$ cat src/rtl/hc_mmio_rd_responder_pkg.sv
// hc_mmio_rd_responder_pkg
//   Shared types and constants for the Reed-Solomon AFU MMIO read responder.
//   - Reduced CCI-P c0 Rx / c2 Tx structs. Only the MMIO fields the responder touches are kept.
//   - AFU register byte addresses, plus their qword-index forms used by the read mux.
//   - t_mmio_rd_req: the request state carried in pipeline stage S1.
//   - hc_mmio_rd_sel(): decides whether a c0 beat is a read this block answers.
package hc_mmio_rd_responder_pkg;

  localparam int HC_BUFFER_SIZE = 3;

  // CCI-P MMIO request header: DW address, length code (0 = 4 B, 1 = 8 B), tid.
  typedef struct packed {
    logic [15:0] address;
    logic [1:0]  length;
    logic        rsvd;
    logic [8:0]  tid;
  } t_ccip_c0_ReqMmioHdr;

  typedef struct packed {
    t_ccip_c0_ReqMmioHdr hdr;
    logic [63:0]         data;
    logic                mmioRdValid;
    logic                mmioWrValid;
  } t_if_ccip_c0_Rx;

  typedef struct packed {
    logic [8:0] tid;
  } t_ccip_c2_RspMmioHdr;

  typedef struct packed {
    t_ccip_c2_RspMmioHdr hdr;
    logic                mmioRdValid;
    logic [63:0]         data;
  } t_if_ccip_c2_Tx;

  typedef logic [31:0] t_hc_control;

  typedef struct packed {
    logic [63:0] address;
    logic [31:0] size;
  } t_hc_buffer;

  // AFU type, end-of-list
  localparam logic [63:0] HC_DFH = 64'h1000_0100_0000_0000;

  // Register byte addresses
  localparam logic [15:0] HC_DFH_ADDR    = 16'h000;
  localparam logic [15:0] HC_AFU_ID_L    = 16'h008;
  localparam logic [15:0] HC_AFU_ID_H    = 16'h010;
  localparam logic [15:0] HC_DSM_BASE    = 16'h110;
  localparam logic [15:0] HC_CONTROL     = 16'h118;
  localparam logic [15:0] HC_BUFFER_BASE = 16'h120;
  localparam logic [15:0] HC_STATUS      = 16'h180;
  localparam logic [15:0] HC_RD_LINES    = 16'h188;
  localparam logic [15:0] HC_WR_LINES    = 16'h190;
  localparam logic [15:0] HC_SCRATCH     = 16'h198;

  // Qword indices (DW address [15:1] == byte address [15:3])
  localparam logic [14:0] QW_DFH      = 15'(HC_DFH_ADDR >> 3);
  localparam logic [14:0] QW_AFU_ID_L = 15'(HC_AFU_ID_L >> 3);
  localparam logic [14:0] QW_AFU_ID_H = 15'(HC_AFU_ID_H >> 3);
  localparam logic [14:0] QW_DSM_BASE = 15'(HC_DSM_BASE >> 3);
  localparam logic [14:0] QW_CONTROL  = 15'(HC_CONTROL >> 3);
  localparam logic [14:0] QW_BUF_BASE = 15'(HC_BUFFER_BASE >> 3);
  localparam logic [14:0] QW_STATUS   = 15'(HC_STATUS >> 3);
  localparam logic [14:0] QW_RD_LINES = 15'(HC_RD_LINES >> 3);
  localparam logic [14:0] QW_WR_LINES = 15'(HC_WR_LINES >> 3);
  localparam logic [14:0] QW_SCRATCH  = 15'(HC_SCRATCH >> 3);

  // The AFU owns DW addresses below this; above it the host talks to someone else.
  localparam logic [15:0] HC_MMIO_DW_LIMIT = 16'h400;

  typedef struct packed {
    logic [8:0]  tid;
    logic [14:0] qidx;
    logic [1:0]  length;
    logic        dw_sel;
  } t_mmio_rd_req;

  function automatic logic hc_mmio_rd_sel(input t_if_ccip_c0_Rx c0);
    return c0.mmioRdValid && (c0.hdr.address < HC_MMIO_DW_LIMIT);
  endfunction

endpackage

$ cat src/rtl/hc_mmio_rd_responder_if.sv
// hc_mmio_rd_responder_if
//   Bundles the host MMIO request channel (c0 Rx) and the MMIO read response
//   channel (c2 Tx).
//   - master: the host/shim side. Drives c0 and observes c2.
//   - slave:  the AFU responder. Observes c0 and drives c2.
interface hc_mmio_rd_responder_if;
  import hc_mmio_rd_responder_pkg::*;

  t_if_ccip_c0_Rx cp2af_sRx_c0;
  t_if_ccip_c2_Tx af2cp_sTx_c2;

  modport master (output cp2af_sRx_c0, input af2cp_sTx_c2);
  modport slave  (input cp2af_sRx_c0, output af2cp_sTx_c2);
endinterface

$ cat src/rtl/hc_mmio_rd_responder.sv
// hc_mmio_rd_responder
//   CCI-P MMIO read responder for the Reed-Solomon decoder AFU. It answers host
//   reads of the DFH, the AFU ID, the write-side register shadows and the
//   decoder status.
//   The response comes back two cycles after the request, and one request is
//   accepted per cycle.
//   Ports:
//     pClk                 AFU clock
//     pck_cp2af_softReset  synchronous active-high reset
//     mmio (slave)         c0 Rx requests in, c2 Tx read responses out
//     i_dsm_base, i_control, i_buffer[N_BUFFERS]  write-side register shadows
//     i_status, i_rd_lines, i_wr_lines            decoder status / counters
//   Optional build macro: HC_MMIO_SCRATCH_EN. It adds a host-writable 64-bit
//   scratch register at byte address 0x198.
//   N_BUFFERS must be in the range 1..6. Larger values would collide with the
//   status block at 0x180.
module hc_mmio_rd_responder
  import hc_mmio_rd_responder_pkg::*;
#(
  parameter int           N_BUFFERS = HC_BUFFER_SIZE,
  parameter logic [127:0] AFU_ID    = 128'h0
) (
  input  logic                 pClk,
  input  logic                 pck_cp2af_softReset,
  hc_mmio_rd_responder_if.slave mmio,
  input  logic [63:0]          i_dsm_base,
  input  t_hc_control          i_control,
  input  t_hc_buffer           i_buffer [N_BUFFERS],
  input  logic [63:0]          i_status,
  input  logic [31:0]          i_rd_lines,
  input  logic [31:0]          i_wr_lines
);

  t_if_ccip_c0_Rx c0;
  assign c0 = mmio.cp2af_sRx_c0;

  // Only the read and write headers are consumed. The remaining fields are tied off here.
  logic unused_c0;
  assign unused_c0 = ^{c0.hdr.rsvd, c0.data, c0.mmioWrValid};

  // ---------------- S1: latch the decoded request ----------------
  logic         s1_vld_q, s1_vld_d;
  t_mmio_rd_req s1_req_q, s1_req_d;

  always_comb begin
    s1_vld_d        = hc_mmio_rd_sel(c0);
    s1_req_d        = '0;
    s1_req_d.tid    = c0.hdr.tid;
    s1_req_d.qidx   = c0.hdr.address[15:1];
    s1_req_d.length = c0.hdr.length;
    s1_req_d.dw_sel = c0.hdr.address[0];
  end

  // ---------------- optional scratch register ----------------
`ifdef HC_MMIO_SCRATCH_EN
  logic [63:0] scratch_q, scratch_d;

  always_comb begin
    scratch_d = scratch_q;
    if (c0.mmioWrValid && (c0.hdr.address == (HC_SCRATCH >> 2))) begin
      if (c0.hdr.length == 2'd0) scratch_d[31:0] = c0.data[31:0];
      else                       scratch_d       = c0.data;
    end
  end

  always_ff @(posedge pClk) begin
    if (pck_cp2af_softReset) scratch_q <= '0;
    else                     scratch_q <= scratch_d;
  end
`endif

  // ---------------- read mux on the S1 qword index ----------------
  // The i_* inputs are sampled here, one cycle after the request was accepted.
  logic [63:0] rd_qword;

  always_comb begin
    rd_qword = '0;
    case (s1_req_q.qidx)
      QW_DFH:      rd_qword = HC_DFH;
      QW_AFU_ID_L: rd_qword = AFU_ID[63:0];
      QW_AFU_ID_H: rd_qword = AFU_ID[127:64];
      QW_DSM_BASE: rd_qword = i_dsm_base;
      QW_CONTROL:  rd_qword = {32'h0, i_control};
      QW_STATUS:   rd_qword = i_status;
      QW_RD_LINES: rd_qword = {32'h0, i_rd_lines};
      QW_WR_LINES: rd_qword = {32'h0, i_wr_lines};
`ifdef HC_MMIO_SCRATCH_EN
      QW_SCRATCH:  rd_qword = scratch_q;
`endif
      default:     rd_qword = '0;
    endcase
    // Buffer descriptors take two qwords each: the address, then the size.
    for (int k = 0; k < N_BUFFERS; k++) begin
      if (s1_req_q.qidx == QW_BUF_BASE + 15'(2 * k))
        rd_qword = i_buffer[k].address;
      if (s1_req_q.qidx == QW_BUF_BASE + 15'(2 * k + 1))
        rd_qword = {32'h0, i_buffer[k].size};
    end
  end

  // ---------------- S2: registered response ----------------
  t_if_ccip_c2_Tx c2_q, c2_d;

  always_comb begin
    c2_d = '0;
    if (s1_vld_q) begin
      c2_d.mmioRdValid = 1'b1;
      c2_d.hdr.tid     = s1_req_q.tid;
      // A 4 B read returns the selected DW right-justified. Any wider length returns the whole qword.
      if (s1_req_q.length == 2'd0)
        c2_d.data = {32'h0, (s1_req_q.dw_sel ? rd_qword[63:32] : rd_qword[31:0])};
      else
        c2_d.data = rd_qword;
    end
  end

  always_ff @(posedge pClk) begin
    if (pck_cp2af_softReset) begin
      s1_vld_q <= 1'b0;
      s1_req_q <= '0;
      c2_q     <= '0;
    end else begin
      s1_vld_q <= s1_vld_d;
      s1_req_q <= s1_req_d;
      c2_q     <= c2_d;
    end
  end

  assign mmio.af2cp_sTx_c2 = c2_q;

endmodule

$ cat src/flat_wrapper.sv
// flat-port wrapper written by rule: the top's interface ports become plain ports
module hc_mmio_rd_responder_flat import hc_mmio_rd_responder_pkg::*;
#(
  parameter int           N_BUFFERS = HC_BUFFER_SIZE,
  parameter logic [127:0] AFU_ID    = 128'h0
)
  (pClk, pck_cp2af_softReset, i_dsm_base, i_control, i_buffer, i_status, i_rd_lines, i_wr_lines, mmio_cp2af_sRx_c0, mmio_af2cp_sTx_c2);
  hc_mmio_rd_responder_if mmio_i ();
  input  logic pClk;
  input  logic pck_cp2af_softReset;
  input  logic [63:0] i_dsm_base;
  input  t_hc_control i_control;
  input  t_hc_buffer i_buffer[N_BUFFERS];
  input  logic [63:0] i_status;
  input  logic [31:0] i_rd_lines;
  input  logic [31:0] i_wr_lines;
  input wire logic [$bits(mmio_i.cp2af_sRx_c0)-1:0] mmio_cp2af_sRx_c0;
  output wire logic [$bits(mmio_i.af2cp_sTx_c2)-1:0] mmio_af2cp_sTx_c2;
  assign mmio_i.cp2af_sRx_c0 = mmio_cp2af_sRx_c0;
  assign mmio_af2cp_sTx_c2 = mmio_i.af2cp_sTx_c2;
  hc_mmio_rd_responder #(.N_BUFFERS(N_BUFFERS), .AFU_ID(AFU_ID)) u_core (.pClk(pClk), .pck_cp2af_softReset(pck_cp2af_softReset), .mmio(mmio_i), .i_dsm_base(i_dsm_base), .i_control(i_control), .i_buffer(i_buffer), .i_status(i_status), .i_rd_lines(i_rd_lines), .i_wr_lines(i_wr_lines));
endmodule
$ cat config.mk
export PLATFORM = sky130hd
export DESIGN_NAME = hc_mmio_rd_responder_flat
export DESIGN_NICKNAME = d
export VERILOG_FILES = /design/src/rtl/hc_mmio_rd_responder_pkg.sv /design/src/rtl/hc_mmio_rd_responder_if.sv /design/src/rtl/hc_mmio_rd_responder.sv /design/src/flat_wrapper.sv
export SDC_FILE = /design/constraint.sdc
export NUM_CORES = 1
export LEC_CHECK = 0
export CELL_PAD_IN_SITES_DETAIL_PLACEMENT = 1
export CELL_PAD_IN_SITES_GLOBAL_PLACEMENT = 2
export CORE_AREA = 5 5 264 266
export CTS_CLUSTER_DIAMETER = 40
export DETAILED_ROUTE_END_ITERATION = 8
export DIE_AREA = 0 0 269 271
export PLACE_DENSITY = 0.6
export SYNTH_ARGS = -nofsm -noshare
export SYNTH_HDL_FRONTEND = slang
export SYNTH_SLANG_ARGS = --single-unit
$ cat constraint.sdc
create_clock -name pClk -period 3.05 [get_ports pClk]
set_clock_uncertainty 0.2 [all_clocks]
set_input_delay 0.61 -clock pClk [delete_from_list [all_inputs] [get_ports pClk]]
set_output_delay 0.61 -clock pClk [all_outputs]
set_load 0.01 [all_outputs]
Word level (Yosys, flattened, before mapping)
Index checks and enable logic that the tools add are counted.
{"block": "classes", "n_lt_le_gt_ge": 1, "n_eq_ne": 11, "n_mux": 10, "bitwise": 1, "n_reduce_logical": 5}
{"operator": "$mux 64", "count": 7}
{"operator": "$pmux 64 s6", "count": 1}
{"operator": "$eq 15x6->1 const B", "count": 11}
{"operator": "$mux 65", "count": 1}
{"operator": "$mux 32", "count": 1}
{"operator": "$lt 16x11->1 const B", "count": 1}
{"operator": "$logic_not 15->1", "count": 1}
{"operator": "$reduce_or 3->1", "count": 1}
{"operator": "$logic_not 2->1", "count": 1}
{"operator": "$reduce_or 2->1", "count": 1}
{"operator": "$logic_and 1x1->1", "count": 1}
{"operator": "$not 1->1", "count": 1}
{"block": "word_totals", "regBits": 102, "in_bits": 608, "output_inout_bits": 74}

Longest topological paths before layout
Gate-level depths: netlist of run 1.
{"block": "depth", "word_depth": 11, "ltp_mapped": 10}

Worst setup path before layout of run 1
OpenSTA, ideal clock, no wires.
{"block": "synth_timing", "kind": "register to register", "start": "register u_core.s1_req_q[7] in the netlist's numbering", "end": "register u_core.c2_q (netlist bit u_core.mmio.af2cp_sTx_c2[24])", "setup_ps": 136, "t_arrival_ps": 2218, "required_ps": 2714, "slack_ps": 496, "path_stages_with_launch": 10, "path_buffers": 3, "period_less_slack_ps": 2554, "path_cell_list": "dfxtp_1 > buf_6 > or4b_4 > buf_6 > nor4_2 > nand2_1 > clkbuf_1 > o32a_1 > a2bb2oi_1 > a31oi_1"}
{"block": "synth_between", "elab_chain_cells": 10, "word_cells_on_any_way": 21, "classes_between": "eq/ne (11); mux (9); reduce/logical (1)"}
{"item": "start, declared", "line_no": "hc_mmio_rd_responder.sv:43", "text": "t_mmio_rd_req s1_req_q, s1_req_d;"}
{"item": "start signal, assigned", "line_no": "hc_mmio_rd_responder.sv:124", "text": "s1_req_q <= s1_req_d;"}
{"item": "$eq 15x6->1 or $logic_not 15->1 (tied branches)", "line_no": "hc_mmio_rd_responder.sv:78", "text": "case (s1_req_q.qidx)"}
{"item": "$pmux 64 s6", "line_no": "hc_mmio_rd_responder.sv:78"}
{"item": "$mux 64", "line_no": "hc_mmio_rd_responder.sv:94", "text": "if (s1_req_q.qidx == QW_BUF_BASE + 15'(2 * k))"}
{"item": "$mux 64", "line_no": "hc_mmio_rd_responder.sv:96", "text": "if (s1_req_q.qidx == QW_BUF_BASE + 15'(2 * k + 1))"}
{"item": "$mux 64", "line_no": "hc_mmio_rd_responder.sv:94"}
{"item": "$mux 64", "line_no": "hc_mmio_rd_responder.sv:96"}
{"item": "$mux 64", "line_no": "hc_mmio_rd_responder.sv:94"}
{"item": "$mux 64 (*)", "line_no": "hc_mmio_rd_responder.sv:96"}
{"item": "$mux 32", "line_no": "hc_mmio_rd_responder.sv:111", "text": "c2_d.data = {32'h0, (s1_req_q.dw_sel ? rd_qword[63:32] : rd_qword[31:0])};"}
{"item": "$mux 64 (*)", "line_no": "hc_mmio_rd_responder.sv:110", "text": "if (s1_req_q.length == 2'd0)"}
{"item": "end signal, assigned", "line_no": "hc_mmio_rd_responder.sv:121", "text": "c2_q <= '0;"}
{"item": "end signal, assigned", "line_no": "hc_mmio_rd_responder.sv:125", "text": "c2_q <= c2_d;"}
{"item": "end, declared", "line_no": "hc_mmio_rd_responder.sv:102", "text": "t_if_ccip_c2_Tx c2_q, c2_d;"}
Mark *: on every way between the ends. The rest lies on a longest branch, timed or not.
A chain may end at the register's enable or synchronous reset.

Worst setup path after layout of run 1
{"block": "layout_timing", "start": "register u_core.s1_req_q[3] in the netlist's numbering", "end": "register u_core.c2_q (netlist bit u_core.mmio.af2cp_sTx_c2[6])"}
Same word-level chain as after synthesis.

==> results.ini, run 1 <==
[synthesis]
synth_xor_area_share_pct = 0.125
synth_top_family_by_area = compound AO/OA/AOI/OAI gates
synthAdderAreaFrac_pct = 0
ys_seq_area_share_pct = 29.2
ys_ff_latch = 102
ys.flop_type = dfxtp_1
syn_area_mm2 = 0.00699
synth_edf_count = 0
avgSynthCellArea_um2 = 8.67
async_flop_share_pct = 0
synth-simple-area-share_pct = 26.7
ys_types = 68
synth_mux_area_share_pct = 4.26
syn_inst = 807
synth_compound_area_share_pct = 34.2
synth_nets = 1415
ys_warn_count = 0

[route]
drc = 0
first_iter_violations = 508
drt-vias-per-instance = 4.29
wl_per_cell_um = 28.7
dr.pass1.iters = 5
totalWireLength_mm = 67.5
num_vias = 10091
ant_nets = 0

[clock_network]
clockBufferDepth = 2
htreeDepth = 3
cts_sinks = 102
clkLatencyLatePin_ns = 0.38
ctsHoldBuffers = 0
cts_buffers = 9
tritoncts = built
clk_pin_slew_ns = 0.09
cts_root_buf = clkbuf_16

[finish]
drive_gt1_share_pct = 12.2
final_cell_count_no_fill = 2350
area_delta_synth_final_pct = 120
fillers = 7716
finalNetCount = 2073

[sta]
final_max_slew_viol_count = 0
finalCritPeriodShare_pct = 98.9
period_minus_slack_ns = 3.02
fin_ws_ns = 0.0342
fin_hold_ws_ns = 0.231
finalSetupViolations = 0
rsz0062_at_grt = false
fmax_mhz = 332
hold_viol = 0
maxSlewHeadroom_pct = 26.6
tightest_slew_ns = 1.10

[critical_path]
regToRegStartpoint = u_core.s1_req_q[3]
critPathKind = reg2reg
crit_required_ns = 3.11
crit_path_start_kind = flip-flop
r2r_end = u_core.mmio.af2cp_sTx_c2[6]
path_max_fanout = 18
crit_slowest_cell = a221oi_1
crit_chain = clkinv_1, nand4_1, nor2_1, buf_12, a221oi_1, a211o_1, a21oi_1
startpoint = u_core.s1_req_q[3]
reg2reg_setup_slack_ns = 0.03
critPathMaxStageDelay_ns = 0.80
cp.arrival_ns = 3.08
crit_path_end_kind = flip-flop
reg2reg_depth = 7

[die]
start_util_pct = 10.5
die_w_um = 269
io-pin-count = 682
dieArea_mm2 = 0.0729
die_h_um = 271
core-area_mm2 = 0.0668
num_rows = 95

[power_and_ir_drop]
power_density_mw_per_mm2 = 243
vdd_drop_max_v = 0.000219
p_leak_nw = 5.19

[grt]
grt_overflow = 0
antenna_found_initial = 9
grt_first_pass_wirelength_mm = 88.8
grt_max_degree = 38
grt_use_total_pct = 17.4
grt_pass1_vias = 11299

[min_path]
hold_path_class = reg2reg
holdPathEnd = u_core.mmio.af2cp_sTx_c2[69]
hold_path.startpoint = u_core.s1_req_q[22]
hold_depth = 1

[place]
preCtsSetupSlack_ns = -0.0327
dpl.hpwl_mm = 58.6
place_inst = 2326
port-buffer-count = 615
place_congestion = 0.837

[status]
status = complete, no violations

[run]
drv_cap = 0

-- per-stage QoR --
step / TNS [ns] / cell area [µm²] / power [mW] / utilization (%)
finish: 0 / 15400 / 3.74 / 23.0
floorplan: 0 / 6990 / 1.61 / -
CTS: 0 / 15300 / 3.85 / 23.0
global route: 0 / 15400 / 3.92 / 23.0
detailed placement: -0.0883 / 15000 / 2.49 / 22.5
global placement: -0.102 / 15000 / 2.49 / 22.5
-- per-layer routing --
| layer | up-vias | wire, µm | global-route usage, % |
|---|---|---|---|
| met4 | 8 | 1660 | 4.75 |
| met5 | - | 52 | 0 |
| met1 | 4914 | 26600 | 19.6 |
| met3 | 54 | 5310 | 5.22 |
| met2 | 481 | 33800 | 31.6 |
| li1 | 4634 | - | - |
-- report_power, final --
| part | leakage [nW] | internal (mW) | switching [mW] |
|---|---|---|---|
| clock network | 0.151 | 0.590 | 0.693 |
| logic | 4.21 | 0.739 | 0.349 |
| registers | 0.829 | 1.35 | 0.0207 |
-- worst max-delay path, delay by kind of cell (launching register included) --
family                 cells  cell delay, ns
AO/OA/AOI/OAI              3            1.16
buffers and inverters      2            0.59
flip-flops                 1            0.55
AND/OR/NAND/NOR            2            0.38
-- what timing repair did --
| item | in CTS | in global routing |
|---|---|---|
| setup endpoints to repair | 11 | 14 |
| buffers inserted | 0 | 1 |
| pin swaps | 3 | 2 |
| gates resized for setup | 1 | 3 |
-- synth_stat cells (all sizes together) (5+ instances only) --
cell type,count,share of area (%)
and4,5,0.63
a222oi,30,4.3
o22ai,22,2.0
buf,34,3.0
nor4,29,5.6
a221o,10,1.4
mux2i,14,2.0
o2bb2ai,5,0.63
o221ai,13,1.6
o211ai,10,1.1
a22o,16,2.0
nor2,46,2.6
o21ai,16,1.1
a21oi,42,3.0
nand3,33,2.4
nand2,33,1.8
nand4,18,1.6
clkbuf,44,2.4
a22oi,56,6.0
a221oi,34,4.3
a211oi,13,1.4
and2,12,1.1
nor3,19,1.4
a31oi,14,1.3
or4bb,7,1.1
and3,14,1.3
nor2b,33,3.0
mux2,14,2.3
or4b,5,0.77
a211o,11,1.4
dfxtp,102,29
o211a,5,0.72
nor4b,5,0.72
-- area by class of cell --
cell class              instances  area [µm²]  share of cell area, %
repair buffers                725        7270                   47.3
multi-input cells             624        4630                   30.1
flip-flops and latches        102        2040                   13.3
well taps                     873        1090                   7.11
clock buffers                   9         225                   1.47
clock inverters                 7        86.3                  0.562
diodes                          7        17.5                  0.114
inverters                       3        11.3                 0.0733
-- registers in the layout (all words and copies together) (netlist names) --
register / cells
u_core.mmio.af2cp_sTx_c2: 74
u_core.s1_vld_q: 1
u_core.s1_req_q: 27
-- logic make-up after synthesis --
kind of cell / after synthesis
XOR/XNOR: 1
buffers and inverters: 81
flip-flops: 102
AND/OR/NAND/NOR: 284
multiplexers: 28
AO/OA/AOI/OAI: 311
-- layout by cell type, fill, tap and decap left out, types with 19 or more instances in the layout --
cell type        instances
clkdlybuf4s50_1        615
dfxtp_1                101
buf_4                   87
a22oi_1                 56
nor2_1                  43
a21oi_1                 42
a221oi_1                34
nand2_1                 33
nand3_1                 33
nor2b_1                 32
a222oi_1                30
buf_12                  23
o22ai_1                 22
nor3_1                  19
-- worst max-delay path by stage --
stage	slack (ns)	cells past startpoint	endpoint
global route	0.02	9	u_core.mmio.af2cp_sTx_c2[19]
detailed placement	-0.03	8	u_core.mmio.af2cp_sTx_c2[17]
floorplan	0.50	9	u_core.mmio.af2cp_sTx_c2[24]
CTS	0.01	8	u_core.mmio.af2cp_sTx_c2[2]
global placement	-0.05	8	u_core.mmio.af2cp_sTx_c2[17]
finish	0.03	7	u_core.mmio.af2cp_sTx_c2[6]
(Power assumes the default switching activity.)
==> run 2: changes to the inputs <==
Settings changed: CAP_MARGIN set to 20, SETUP_SLACK_MARGIN set to 0.05, TNS_END_PERCENT set to 10.
==> run 2 against run 1 <==
Sequential share of layout area hardly changed; first-iteration DRC count fell by 13%; largest cell class unchanged; global-route usage about the same; largest power group unchanged; critical path depth did not move; clock power about the same; utilization is essentially flat; via count rose by 0.29%.
==> results.ini, run 2 (synthesis gave the netlist of run 1 again) <==
[status]
status = complete, no violations

[route]
totalWireLength_mm = 67.6  ; +0.11%
ant_nets = 0  ; unchanged
dr.pass1.iters = 6  ; +1
drc = 0  ; unchanged
drt-vias-per-instance = 4.30  ; +0.20%
first_iter_violations = 440  ; -13%
wl_per_cell_um = 28.7  ; about the same
num_vias = 10120  ; +0.29%

[sta]
finalCritPeriodShare_pct = 98.2  ; -0.64 points
hold_viol = 0  ; unchanged
finalSetupViolations = 0  ; unchanged
finalSetupTns_ns = 0  ; unchanged
fin_ws_ns = 0.0536  ; +0.0194 ns
final_max_slew_viol_count = 0  ; unchanged
period_minus_slack_ns = 3.00  ; -0.0194 ns
maxSlewHeadroom_pct = 27.6  ; +1.1 points
rsz0062_at_grt = true
fmax_mhz = 334  ; +0.65%
tightest_slew_ns = 1.09  ; -0.0158 ns

[die]
dieArea_mm2 = 0.0729  ; unchanged
die_h_um = 271  ; unchanged
num_rows = 95  ; unchanged
core-area_mm2 = 0.0668  ; unchanged
start_util_pct = 10.5  ; unchanged
io-pin-count = 682  ; unchanged
die_w_um = 269  ; unchanged

[clock_network]
clkLatencyLatePin_ns = 0.39  ; about the same
cts_buffers = 9  ; unchanged
htreeDepth = 3  ; unchanged
cts_sinks = 102  ; unchanged
clockBufferDepth = 2  ; unchanged
clk_pin_slew_ns = 0.09  ; about the same
tritoncts = built
ctsHoldBuffers = 0  ; unchanged
cts_root_buf = clkbuf_16

[grt]
grt_first_pass_wirelength_mm = 88.9  ; +0.12%
grt_pass1_vias = 11327  ; +0.25%
antenna_found_initial = 8  ; -1
grt_overflow = 0  ; unchanged
grt_max_degree = 38  ; unchanged
grt_use_total_pct = 17.4  ; about the same

[power_and_ir_drop]
switching_share_pct = 28.4  ; about the same
power_density_mw_per_mm2 = 243  ; -0.19%
p_int_mw = 2.68  ; about the same
clockPowerShare_pct = 34.3  ; about the same
vdd_drop_max_v = 0.000219  ; +0.16%
power_frac_seq_pct = 36.6  ; about the same
power_frac_comb_pct = 29.1  ; about the same
net-switching-power_mw = 1.06  ; about the same
p_leak_nw = 5.20  ; +0.26%

[run]
drv_cap = 0  ; unchanged

[critical_path]
cp.arrival_ns = 3.06  ; -0.02 ns
reg2reg_depth = 7  ; unchanged
r2r_end = u_core.mmio.af2cp_sTx_c2[6]
reg2reg_setup_slack_ns = 0.05  ; +0.02 ns
crit_path_start_kind = flip-flop
crit_path_end_kind = flip-flop
critPathKind = reg2reg
crit_required_ns = 3.11  ; about the same
regToRegStartpoint = u_core.s1_req_q[3]
path_max_fanout = 18  ; unchanged

[finish]
drive_gt1_share_pct = 12.5  ; +0.26 points
utilization_pct = 23.1  ; +0.043 points
layout_common_cells = 615 x clkdlybuf4s50_1, 101 x dfxtp_1, 89 x buf_4, 56 x a22oi_1, 43 x nor2_1
finalNetCount = 2075  ; +0.096%
largest_register_ffs = 74  ; unchanged
final_cell_count_no_fill = 2352  ; +0.085%
area_delta_synth_final_pct = 120
final_common_cell = clkdlybuf4s50_1
fillers = 7714  ; -0.026%

[min_path]
hold_depth = 1  ; unchanged
hold_path_class = reg2reg
hold_path.startpoint = u_core.s1_req_q[22]
holdPathEnd = u_core.mmio.af2cp_sTx_c2[69]

[place]
place_congestion = 0.837  ; unchanged
port-buffer-count = 615  ; unchanged
place_inst = 2326  ; unchanged
dpl.hpwl_mm = 58.6  ; unchanged
preCtsSetupSlack_ns = -0.0327  ; unchanged

-- run 2: cell count changes in the layout (fill, tap and decap cells not counted), sizes merged --
cell	before	now
buf	110	112
-- run 2: power groups by stage --
stage	clock network, mW	logic, mW	registers (mW)
after detailed placement	0	1.09	1.40
after global placement	0	1.08	1.40
after CTS	1.37	1.10	1.37
final	1.28	1.09	1.37
after global routing	1.40	1.15	1.37
after floorplan	0	0.220	1.39
-- run 2: through the flow --
step,cell area [µm²],hold slack [ns],power (mW)
finish,15400,0.231,3.74
global route,15400,0.251,3.92
CTS,15400,0.238,3.85
detailed placement,15000,0.218,2.49
global placement,15000,0.210,2.49
floorplan,6990,0.206,1.61
-- run 2: final cells by class --
| cell class | count | area [µm²] | share of cell area [%] |
|---|---|---|---|
| well taps | 873 | 1090 | 7.09 |
| repair buffers | 727 | 7280 | 47.3 |
| clock buffers | 9 | 225 | 1.46 |
| diodes | 7 | 17.5 | 0.114 |
| flip-flops and latches | 102 | 2040 | 13.3 |
| multi-input cells | 624 | 4640 | 30.1 |
| inverters | 3 | 11.3 | 0.0731 |
| clock inverters | 7 | 86.3 | 0.561 |
-- run 2: worst max-delay path, cell delays in order (launching register included) --
cell and delay, ns:
dfxtp_2 0.54, clkinv_1 0.41, nand4_1 0.26, nor2_1 0.11, buf_12 0.18, a221oi_1 0.80, a211o_1 0.28, a21oi_1 0.09
-- run 2: layer usage --
layer	vias up	GRT usage, %	share of wire (%)
met3	54	5.10	7.7
met1	4946	19.6	39
li1	4634	-	-
met5	-	0	0.056
met2	480	31.6	50
met4	6	4.98	2.5
-- run 2: what timing repair did --
action,4_1_cts,5_1_grt
buffers inserted,2,1
endpoints found under the setup margin,20,15
resized for setup,5,2
pin swaps,3,1
-- run 2: worst max path at each step --
stage,startpoint,to,depth (start not counted)
after floorplan,u_core.s1_req_q[7],u_core.mmio.af2cp_sTx_c2[24],9
after global placement,u_core.s1_req_q[14],u_core.mmio.af2cp_sTx_c2[17],8
after detailed placement,u_core.s1_req_q[14],u_core.mmio.af2cp_sTx_c2[17],8
after CTS,u_core.s1_req_q[14],u_core.mmio.af2cp_sTx_c2[2],8
after global routing,u_core.s1_req_q[16],u_core.mmio.af2cp_sTx_c2[19],9
final,u_core.s1_req_q[3],u_core.mmio.af2cp_sTx_c2[6],7
